`src/rtl/msrh_lsu_pkg.sv`:
```
// Shared LSU definitions: L1D geometry, read-port requester numbering and
// the grant-source encoding used by the L1D read arbiter.
package msrh_lsu_pkg;

    localparam int PADDR_W        = 32;
    localparam int DCACHE_DATA_W  = 64;
    localparam int DCACHE_WAYS    = 4;
    localparam int L1D_RD_REQ_NUM = 4;

    typedef logic [$clog2(L1D_RD_REQ_NUM)-1:0] l1d_rd_req_idx_t;

    // Lower index wins the fixed-priority tie-breaks, so eviction comes first.
    localparam l1d_rd_req_idx_t L1D_RD_REQ_EVICT   = l1d_rd_req_idx_t'(0);
    localparam l1d_rd_req_idx_t L1D_RD_REQ_STQ     = l1d_rd_req_idx_t'(1);
    localparam l1d_rd_req_idx_t L1D_RD_REQ_LDPIPE0 = l1d_rd_req_idx_t'(2);
    localparam l1d_rd_req_idx_t L1D_RD_REQ_LDPIPE1 = l1d_rd_req_idx_t'(3);

    typedef enum logic [1:0] {
        GRANT_NONE,
        GRANT_HPRI,
        GRANT_STARVE,
        GRANT_RR
    } grant_src_e;

endpackage

```
`src/rtl/l1d_rd_if.sv`:
```
// L1D read port: s0 request from the arbiter, s1 lookup result from the array.
interface l1d_rd_if;
    import msrh_lsu_pkg::*;

    logic                     s0_valid;
    logic                     s0_h_pri;
    logic [PADDR_W-1:0]       s0_paddr;
    logic                     s1_hit;
    logic                     s1_miss;
    logic                     s1_conflict;
    logic [DCACHE_DATA_W-1:0] s1_data;
    logic                     s1_replace_valid;
    logic [DCACHE_WAYS-1:0]   s1_replace_way;
    logic [DCACHE_DATA_W-1:0] s1_replace_data;
    logic [PADDR_W-1:0]       s1_replace_paddr;

    modport master (
        output s0_valid, s0_h_pri, s0_paddr,
        input  s1_hit, s1_miss, s1_conflict, s1_data,
        input  s1_replace_valid, s1_replace_way, s1_replace_data, s1_replace_paddr
    );

    modport slave (
        input  s0_valid, s0_h_pri, s0_paddr,
        output s1_hit, s1_miss, s1_conflict, s1_data,
        output s1_replace_valid, s1_replace_way, s1_replace_data, s1_replace_paddr
    );

endinterface

```
`src/rtl/msrh_rr_select.sv`:
```
// Combinational round-robin pick: first valid bit at or after i_ptr, wrapping.
// With i_ptr tied to zero it degenerates to a lowest-index priority pick.
module msrh_rr_select #(
    parameter  int WIDTH = 4,
    localparam int PTR_W = (WIDTH > 1) ? $clog2(WIDTH) : 1
)(
    input  logic [WIDTH-1:0] i_valid,
    input  logic [PTR_W-1:0] i_ptr,
    output logic [WIDTH-1:0] o_grant_oh,
    output logic [PTR_W-1:0] o_grant_idx
);

    logic [WIDTH-1:0] upper_valid;
    logic [WIDTH-1:0] pick_src;

    // Prefer requests at or above the pointer; fall back to the wrapped lower part.
    always_comb begin
        upper_valid = i_valid & ({WIDTH{1'b1}} << i_ptr);
        pick_src    = (|upper_valid) ? upper_valid : i_valid;
        o_grant_oh  = pick_src & (~pick_src + WIDTH'(1));
        o_grant_idx = '0;
        for (int i = 0; i < WIDTH; i++) begin
            if (o_grant_oh[i]) begin
                o_grant_idx = PTR_W'(i);
            end
        end
    end

endmodule

```
`src/rtl/msrh_l1d_rd_arbiter.sv`:
```
// Arbitrates the single L1D read port among LSU requesters (h_pri, then
// starved, then round-robin) and routes the s1 result back to the winner.
module msrh_l1d_rd_arbiter
    import msrh_lsu_pkg::*;
#(
    parameter int REQ_NUM      = L1D_RD_REQ_NUM,
    parameter int STARVE_LIMIT = 8
)(
    input  logic                            i_clk,
    input  logic                            i_reset_n,
    input  logic [REQ_NUM-1:0]              i_req_valid,
    input  logic [REQ_NUM-1:0][PADDR_W-1:0] i_req_paddr,
    input  logic [REQ_NUM-1:0]              i_req_h_pri,
    output logic [REQ_NUM-1:0]              o_req_grant,
    l1d_rd_if.master                        l1d_rd_if,
    output logic [REQ_NUM-1:0]              o_resp_valid,
    output logic                            o_resp_hit,
    output logic                            o_resp_miss,
    output logic                            o_resp_conflict,
    output logic [DCACHE_DATA_W-1:0]        o_resp_data,
    output logic                            o_resp_replace_valid,
    output logic [DCACHE_WAYS-1:0]          o_resp_replace_way,
    output logic [DCACHE_DATA_W-1:0]        o_resp_replace_data,
    output logic [PADDR_W-1:0]              o_resp_replace_paddr
);

    localparam int PTR_W = (REQ_NUM > 1) ? $clog2(REQ_NUM) : 1;
    localparam int CNT_W = $clog2(STARVE_LIMIT + 1);

    logic [PTR_W-1:0]   rr_ptr;
    logic [PTR_W-1:0]   rr_next;
    logic [CNT_W-1:0]   starve_cnt [REQ_NUM];
    logic [REQ_NUM-1:0] s1_grant_oh;

    logic [REQ_NUM-1:0] hpri_req;
    logic [REQ_NUM-1:0] starved_req;
    logic [REQ_NUM-1:0] hpri_oh;
    logic [REQ_NUM-1:0] starve_oh;
    logic [REQ_NUM-1:0] rr_oh;
    logic [PTR_W-1:0]   hpri_idx;
    logic [PTR_W-1:0]   starve_idx;
    logic [PTR_W-1:0]   rr_idx;
    logic [PTR_W-1:0]   grant_idx;
    grant_src_e         grant_src;
    logic [PADDR_W-1:0] s0_paddr;
    logic               s0_h_pri;

    always_comb begin
        hpri_req = i_req_valid & i_req_h_pri;
        for (int i = 0; i < REQ_NUM; i++) begin
            starved_req[i] = i_req_valid[i] && (starve_cnt[i] == CNT_W'(STARVE_LIMIT));
        end
    end

    msrh_rr_select #(.WIDTH(REQ_NUM)) u_hpri_sel (
        .i_valid     (hpri_req),
        .i_ptr       ('0),
        .o_grant_oh  (hpri_oh),
        .o_grant_idx (hpri_idx)
    );

    msrh_rr_select #(.WIDTH(REQ_NUM)) u_starve_sel (
        .i_valid     (starved_req),
        .i_ptr       ('0),
        .o_grant_oh  (starve_oh),
        .o_grant_idx (starve_idx)
    );

    msrh_rr_select #(.WIDTH(REQ_NUM)) u_rr_sel (
        .i_valid     (i_req_valid),
        .i_ptr       (rr_ptr),
        .o_grant_oh  (rr_oh),
        .o_grant_idx (rr_idx)
    );

    // No grant may leak onto the L1D port while reset is held.
    always_comb begin
        grant_src   = GRANT_NONE;
        o_req_grant = '0;
        grant_idx   = '0;
        if (!i_reset_n) begin
            grant_src = GRANT_NONE;
        end else if (|hpri_req) begin
            grant_src   = GRANT_HPRI;
            o_req_grant = hpri_oh;
            grant_idx   = hpri_idx;
        end else if (|starved_req) begin
            grant_src   = GRANT_STARVE;
            o_req_grant = starve_oh;
            grant_idx   = starve_idx;
        end else if (|i_req_valid) begin
            grant_src   = GRANT_RR;
            o_req_grant = rr_oh;
            grant_idx   = rr_idx;
        end
        rr_next = (grant_idx == PTR_W'(REQ_NUM - 1)) ? '0 : grant_idx + PTR_W'(1);
    end

    always_comb begin
        s0_paddr = '0;
        s0_h_pri = 1'b0;
        for (int i = 0; i < REQ_NUM; i++) begin
            if (o_req_grant[i]) begin
                s0_paddr = s0_paddr | i_req_paddr[i];
                s0_h_pri = s0_h_pri | i_req_h_pri[i];
            end
        end
    end

    // h_pri grants bypass the pointer so eviction swaps do not disturb fairness.
    always_ff @(posedge i_clk or negedge i_reset_n) begin
        if (!i_reset_n) begin
            rr_ptr      <= '0;
            s1_grant_oh <= '0;
            for (int i = 0; i < REQ_NUM; i++) begin
                starve_cnt[i] <= '0;
            end
        end else begin
            s1_grant_oh <= o_req_grant;
            if (grant_src == GRANT_STARVE || grant_src == GRANT_RR) begin
                rr_ptr <= rr_next;
            end
            for (int i = 0; i < REQ_NUM; i++) begin
                if (o_req_grant[i] || !i_req_valid[i]) begin
                    starve_cnt[i] <= '0;
                end else if (starve_cnt[i] != CNT_W'(STARVE_LIMIT)) begin
                    starve_cnt[i] <= starve_cnt[i] + CNT_W'(1);
                end
            end
        end
    end

    assign l1d_rd_if.s0_valid = |o_req_grant;
    assign l1d_rd_if.s0_paddr = s0_paddr;
    assign l1d_rd_if.s0_h_pri = s0_h_pri;

    assign o_resp_valid         = s1_grant_oh;
    assign o_resp_hit           = l1d_rd_if.s1_hit;
    assign o_resp_miss          = l1d_rd_if.s1_miss;
    assign o_resp_conflict      = l1d_rd_if.s1_conflict;
    assign o_resp_data          = l1d_rd_if.s1_data;
    assign o_resp_replace_valid = l1d_rd_if.s1_replace_valid;
    assign o_resp_replace_way   = l1d_rd_if.s1_replace_way;
    assign o_resp_replace_data  = l1d_rd_if.s1_replace_data;
    assign o_resp_replace_paddr = l1d_rd_if.s1_replace_paddr;

endmodule

```
`src/flat_wrapper.sv`:
```
// flat-port wrapper written by rule: the top's interface ports become plain ports
module msrh_l1d_rd_arbiter_flat import msrh_lsu_pkg::*;
#(
    parameter int REQ_NUM      = L1D_RD_REQ_NUM,
    parameter int STARVE_LIMIT = 8
)
  (i_clk, i_reset_n, i_req_valid, i_req_paddr, i_req_h_pri, o_req_grant, o_resp_valid, o_resp_hit, o_resp_miss, o_resp_conflict, o_resp_data, o_resp_replace_valid, o_resp_replace_way, o_resp_replace_data, o_resp_replace_paddr, l1d_rd_if_s0_valid, l1d_rd_if_s0_h_pri, l1d_rd_if_s0_paddr, l1d_rd_if_s1_hit, l1d_rd_if_s1_miss, l1d_rd_if_s1_conflict, l1d_rd_if_s1_data, l1d_rd_if_s1_replace_valid, l1d_rd_if_s1_replace_way, l1d_rd_if_s1_replace_data, l1d_rd_if_s1_replace_paddr);
  l1d_rd_if l1d_rd_if_i ();
  input  logic i_clk;
  input  logic i_reset_n;
  input  logic [REQ_NUM-1:0] i_req_valid;
  input  logic [REQ_NUM-1:0][PADDR_W-1:0] i_req_paddr;
  input  logic [REQ_NUM-1:0] i_req_h_pri;
  output logic [REQ_NUM-1:0] o_req_grant;
  output logic [REQ_NUM-1:0] o_resp_valid;
  output logic o_resp_hit;
  output logic o_resp_miss;
  output logic o_resp_conflict;
  output logic [DCACHE_DATA_W-1:0] o_resp_data;
  output logic o_resp_replace_valid;
  output logic [DCACHE_WAYS-1:0] o_resp_replace_way;
  output logic [DCACHE_DATA_W-1:0] o_resp_replace_data;
  output logic [PADDR_W-1:0] o_resp_replace_paddr;
  output wire logic [$bits(l1d_rd_if_i.s0_valid)-1:0] l1d_rd_if_s0_valid;
  output wire logic [$bits(l1d_rd_if_i.s0_h_pri)-1:0] l1d_rd_if_s0_h_pri;
  output wire logic [$bits(l1d_rd_if_i.s0_paddr)-1:0] l1d_rd_if_s0_paddr;
  input wire logic [$bits(l1d_rd_if_i.s1_hit)-1:0] l1d_rd_if_s1_hit;
  input wire logic [$bits(l1d_rd_if_i.s1_miss)-1:0] l1d_rd_if_s1_miss;
  input wire logic [$bits(l1d_rd_if_i.s1_conflict)-1:0] l1d_rd_if_s1_conflict;
  input wire logic [$bits(l1d_rd_if_i.s1_data)-1:0] l1d_rd_if_s1_data;
  input wire logic [$bits(l1d_rd_if_i.s1_replace_valid)-1:0] l1d_rd_if_s1_replace_valid;
  input wire logic [$bits(l1d_rd_if_i.s1_replace_way)-1:0] l1d_rd_if_s1_replace_way;
  input wire logic [$bits(l1d_rd_if_i.s1_replace_data)-1:0] l1d_rd_if_s1_replace_data;
  input wire logic [$bits(l1d_rd_if_i.s1_replace_paddr)-1:0] l1d_rd_if_s1_replace_paddr;
  assign l1d_rd_if_s0_valid = l1d_rd_if_i.s0_valid;
  assign l1d_rd_if_s0_h_pri = l1d_rd_if_i.s0_h_pri;
  assign l1d_rd_if_s0_paddr = l1d_rd_if_i.s0_paddr;
  assign l1d_rd_if_i.s1_hit = l1d_rd_if_s1_hit;
  assign l1d_rd_if_i.s1_miss = l1d_rd_if_s1_miss;
  assign l1d_rd_if_i.s1_conflict = l1d_rd_if_s1_conflict;
  assign l1d_rd_if_i.s1_data = l1d_rd_if_s1_data;
  assign l1d_rd_if_i.s1_replace_valid = l1d_rd_if_s1_replace_valid;
  assign l1d_rd_if_i.s1_replace_way = l1d_rd_if_s1_replace_way;
  assign l1d_rd_if_i.s1_replace_data = l1d_rd_if_s1_replace_data;
  assign l1d_rd_if_i.s1_replace_paddr = l1d_rd_if_s1_replace_paddr;
  msrh_l1d_rd_arbiter #(.REQ_NUM(REQ_NUM), .STARVE_LIMIT(STARVE_LIMIT)) u_core (.i_clk(i_clk), .i_reset_n(i_reset_n), .i_req_valid(i_req_valid), .i_req_paddr(i_req_paddr), .i_req_h_pri(i_req_h_pri), .o_req_grant(o_req_grant), .l1d_rd_if(l1d_rd_if_i), .o_resp_valid(o_resp_valid), .o_resp_hit(o_resp_hit), .o_resp_miss(o_resp_miss), .o_resp_conflict(o_resp_conflict), .o_resp_data(o_resp_data), .o_resp_replace_valid(o_resp_replace_valid), .o_resp_replace_way(o_resp_replace_way), .o_resp_replace_data(o_resp_replace_data), .o_resp_replace_paddr(o_resp_replace_paddr));
endmodule
```
`config.mk`:
```
export PLATFORM = sky130hd
export DESIGN_NAME = msrh_l1d_rd_arbiter_flat
export DESIGN_NICKNAME = d
export VERILOG_FILES = /design/src/rtl/msrh_lsu_pkg.sv /design/src/rtl/l1d_rd_if.sv /design/src/rtl/msrh_rr_select.sv /design/src/rtl/msrh_l1d_rd_arbiter.sv /design/src/flat_wrapper.sv
export SDC_FILE = /design/constraint.sdc
export NUM_CORES = 1
export LEC_CHECK = 0
export CAP_MARGIN = 15
export CORE_AREA = 2 2 201 203
export CTS_BUF_LIST = sky130_fd_sc_hd__clkbuf_4
export DETAILED_ROUTE_END_ITERATION = 12
export DIE_AREA = 0 0 203 205
export SYNTH_ARGS = -nofsm -noshare
export SYNTH_HDL_FRONTEND = slang
export SYNTH_SLANG_ARGS = --single-unit
```
`constraint.sdc`:
```
create_clock -name i_clk -period 2.51 [get_ports i_clk]
set_input_delay 0.502 -clock i_clk [delete_from_list [all_inputs] [get_ports i_clk]]
set_output_delay 0.502 -clock i_clk [all_outputs]
set_load 0.005 [all_outputs]
```
==> impl_metrics.yaml, run 1 <==
outcome:
  violated_checks: "negative setup slack"
  status: "finished, violations left"
final_layout:
  final.fill_count: 4412
  fraction_of_final_layout_cells_sized_beyond_drive_strength_1: 0.463
  antennaDiodeCount: 0
  final_non_filler_cell_total: 1100
  final_core_util: 0.159
  layout.nets: 890
  syn_to_final_growth_pct: 76.8
synth:
  ys_seq_area_frac: 0.155
  synth_async_sr_flop_share: 1.00
  synth_enable_flop_cells: 0
  netlist.top_cell.by_area: "buf_4"
  synth.cell_area_mm2: 0.00354
  synthDistinctLibCells: 42
  syn-mean-instance-area_um2: 7.56
  synth_seq_cells: 22
  netlist_instances: 469
  synth-main-ff-cell: "dfrtp_1"
  synthesis.yosys.warnings: 0
  yosys-top-cells-area: "buf_4 36%, dfrtp_1 16%, nand3b_1 7.2%, a22oi_1 7.0%, nand3_1 5.2%"
  post-synth-top-count-cell: "buf_4"
  post-synth-top-area-fraction: 0.362
  mappedNetlistNets: 783
  yosys-top-cells-count: "171 x buf_4, 47 x nand2_1, 37 x nand3_1"
placement:
  dp.final_hpwl_um: 14100
  place_inst: 1048
  placement.io_buffers: 179
  gp_congestion: 0.798
clocking:
  cts-htree-levels: 1
  clkSinkCount: 22
  clock_path_buffers: 2
  total_cts_buffers: 3
  tritoncts: "done"
  cts_root_buf: "clkbuf_4"
  cts.clk_slew.worst_paths_ns: 0.15
  insertion_delay_ns: 0.33
floorplanning:
  fp.dieW_um: 203
  placement_rows: 73
  die_y_um: 205
  starting_utilization_of_the_core_area: 0.0900
  i_o_pin_count: 516
  core_outline_area_mm2: 0.0394
  die-area_mm2: 0.0416
timing:
  hold_viol_final: 0
  timing.final.crit_share: 1.27
  worstMarginPinSlew_ns: 0.543
  finalWorstPathRequiredPeriod_ns: 3.18
  setup-violations-final: 40
  fin_skew_ns: 0.0214
  final_critical_path_setup_slack_ns: -0.672
  rsz0062_at_grt: "yes"
  fmax_mhz: 314
  max_slew_margin: 0.638
  timing.final.max_slew_violations: 0
critical_path:
  r2r-end: "u_core.starve_cnt[6]$_DFFE_PN0P_"
  crit_path_frequent_cell: "buf_6"
  endpoint_kind: "output pin"
  timing_worst_setup_path_type: "reg2out"
  worst-endpoint-arrival_ns: 2.68
  slowest_stage_cell_on_the_critical_path: "dfrtp_1"
  worstSetupStartpoint: "u_core.starve_cnt[9]$_DFFE_PN0P_"
  timing.rr.start: "u_core.starve_cnt[9]$_DFFE_PN0P_"
  r2r_cells: 13
  cp_data_required_time_ns: 2.01
  critical_path.max_stage_delay_ns: 0.38
  worstSetupStartpointType: "flip-flop"
  crit_path_max_fanout: 7
  reg2reg_setup_slack_ns: -0.02
  cp_cell_sequence: "inv_1 -> ha_2 -> nand4b_1 -> buf_4 -> nand3_4 -> a211o_1 -> a311oi_4 -> buf_6 -> buf_6 -> buf_12 -> buf_6 -> nand2_2 -> nand3_2 -> buf_2"
pwr:
  total_power_mw: 1.88
  power.ir.vdd_worst_mv: 0.150
  power_per_cell_area_mw_per_mm2: 300
  p_leak_nw: 2.75
worst_hold_path:
  holdCritStartpoint: "u_core.rr_ptr[0]$_DFFE_PN0P_"
  hold_path_end: "u_core.rr_ptr[0]$_DFFE_PN0P_"
  hold_path_class: "reg2reg"
  worstHoldPathCells: 2
grt:
  first_global_vias: 3750
  grt_max_degree: 35
  grt_antenna_before_repair: 2
  grt_pass1_wl_um: 25700
  globalRouteOverflowTotal: 0
  globalRouteTotalUtil: 0.0866
detailed_routing:
  detail_route.drc_violations: 0
  dr_total_vias: 3690
  drtPass1Iterations: 4
  detailedRoute.firstIterationViolations: 171
  routed_wirelength_um: 20000
  post_drt_via_cell_ratio: 3.35
  ant_nets: 0
  avgRoutedWirePerCell_um: 18.1
job:
  cap_viol_max_count: 0
[per-layer routing]
layer,part of all wire,GRT usage
met5,0.00055,0
met4,0.041,0.0386
met3,0.14,0.0476
met2,0.48,0.146
met1,0.34,0.0883
[how the worst max path moves through the flow]
stage	end	slack (ns)	cells past startpoint
4_1_cts	l1d_rd_if_s0_paddr[30]	-0.71	13
5_1_grt	l1d_rd_if_s0_paddr[5]	-0.83	14
3_5_place_dp	l1d_rd_if_s0_paddr[26]	-1.21	10
2_1_floorplan	l1d_rd_if_s0_paddr[23]	-0.04	10
6_report	l1d_rd_if_s0_paddr[5]	-0.67	14
3_3_place_gp	l1d_rd_if_s0_paddr[26]	-1.18	10
[report_power, final]
group	switching [mW]	leakage, nW	internal [mW]
clock network	0.121	0.0279	0.162
registers	0.0245	0.294	0.384
logic	0.498	2.43	0.693
total	0.644	2.75	1.24
[registers in the layout (all words and copies together) (netlist names)]
register and cells:
u_core.starve_cnt 16, u_core.o_resp_valid 4, u_core.rr_ptr 2
[cell type report]
class	count	area [um2]	share of cell area
Multi-Input combinational cell	247	2120	0.339
Clock buffer	3	22.5	0.00359
Tap cell	525	657	0.105
Inverter	10	37.5	0.00599
Clock inverter	1	30.0	0.00479
Timing Repair Buffer	292	2850	0.454
Sequential cell	22	551	0.0879
[cells in the final DEF, fill, tap and decap left out, types with 5 or more instances in the layout]
cell type	count
a21oi_1	8
buf_8	6
buf_4	69
nor2_1	19
a22oi_2	19
xnor2_1	5
nand2_4	23
nand3_1	6
dfrtp_1	22
clkdlybuf4s50_1	136
buf_12	15
nand2_1	13
buf_6	30
nand2_2	11
nand3b_1	34
buf_2	31
inv_1	6
xor2_1	5
a22oi_1	14
nand3_2	29
[worst max-delay path, delay by kind of cell, from the launching register on]
family	cells	cell delay (ns)
buffers and inverters	7	0.81
AOI/OAI and AO/OA	2	0.66
DFF	1	0.38
and+or+nand+nor	4	0.31
adders and majority gates	1	0.18
[through the flow]
step           cell area, um2  TNS, ns  hold slack [ns]  setup WS (ns)
6_report                 6270   -21.46            0.558         -0.672
3_5_place_dp             5200   -44.01            0.531          -1.21
3_3_place_gp             5200   -42.51            0.527          -1.18
2_1_floorplan            3560   -0.946            0.206        -0.0390
5_1_grt                  6270   -28.09            0.598         -0.833
4_1_cts                  6100   -22.53            0.566         -0.714
[logic make-up (layout without fill, tap and decap cells)]
| group | count (synthesis) | in the layout | synth area share |
|---|---|---|---|
| XOR/XNOR | 10 | 10 | 0.0247 |
| adder cells (fa/ha/maj) | 8 | 8 | 0.0282 |
| AO/OA/AOI/OAI | 66 | 66 | 0.139 |
| AND/OR/NAND/NOR | 160 | 160 | 0.241 |
| multiplexers | 3 | 3 | 0.00847 |
| flip-flops | 22 | 22 | 0.155 |
| buffers and inverters | 200 | 306 | 0.403 |
[what timing repair did]
item                                    in CTS  in global routing
hold buffers                                 0                  0
buffers inserted                            33                 15
resized for setup                          305                 38
endpoints found under the setup margin      40                 42
pin swaps                                   13                 12
endpoints found under the hold margin        0                  0
cloned                                       5                  0
(Power assumes the default switching activity.)
==> run 2, diff against run 1 <==
CTS_CLUSTER_DIAMETER = 200   (was default)
==> results of run 2 <==
Same layout as run 1: the final DEF is identical, and so are final timing and power.
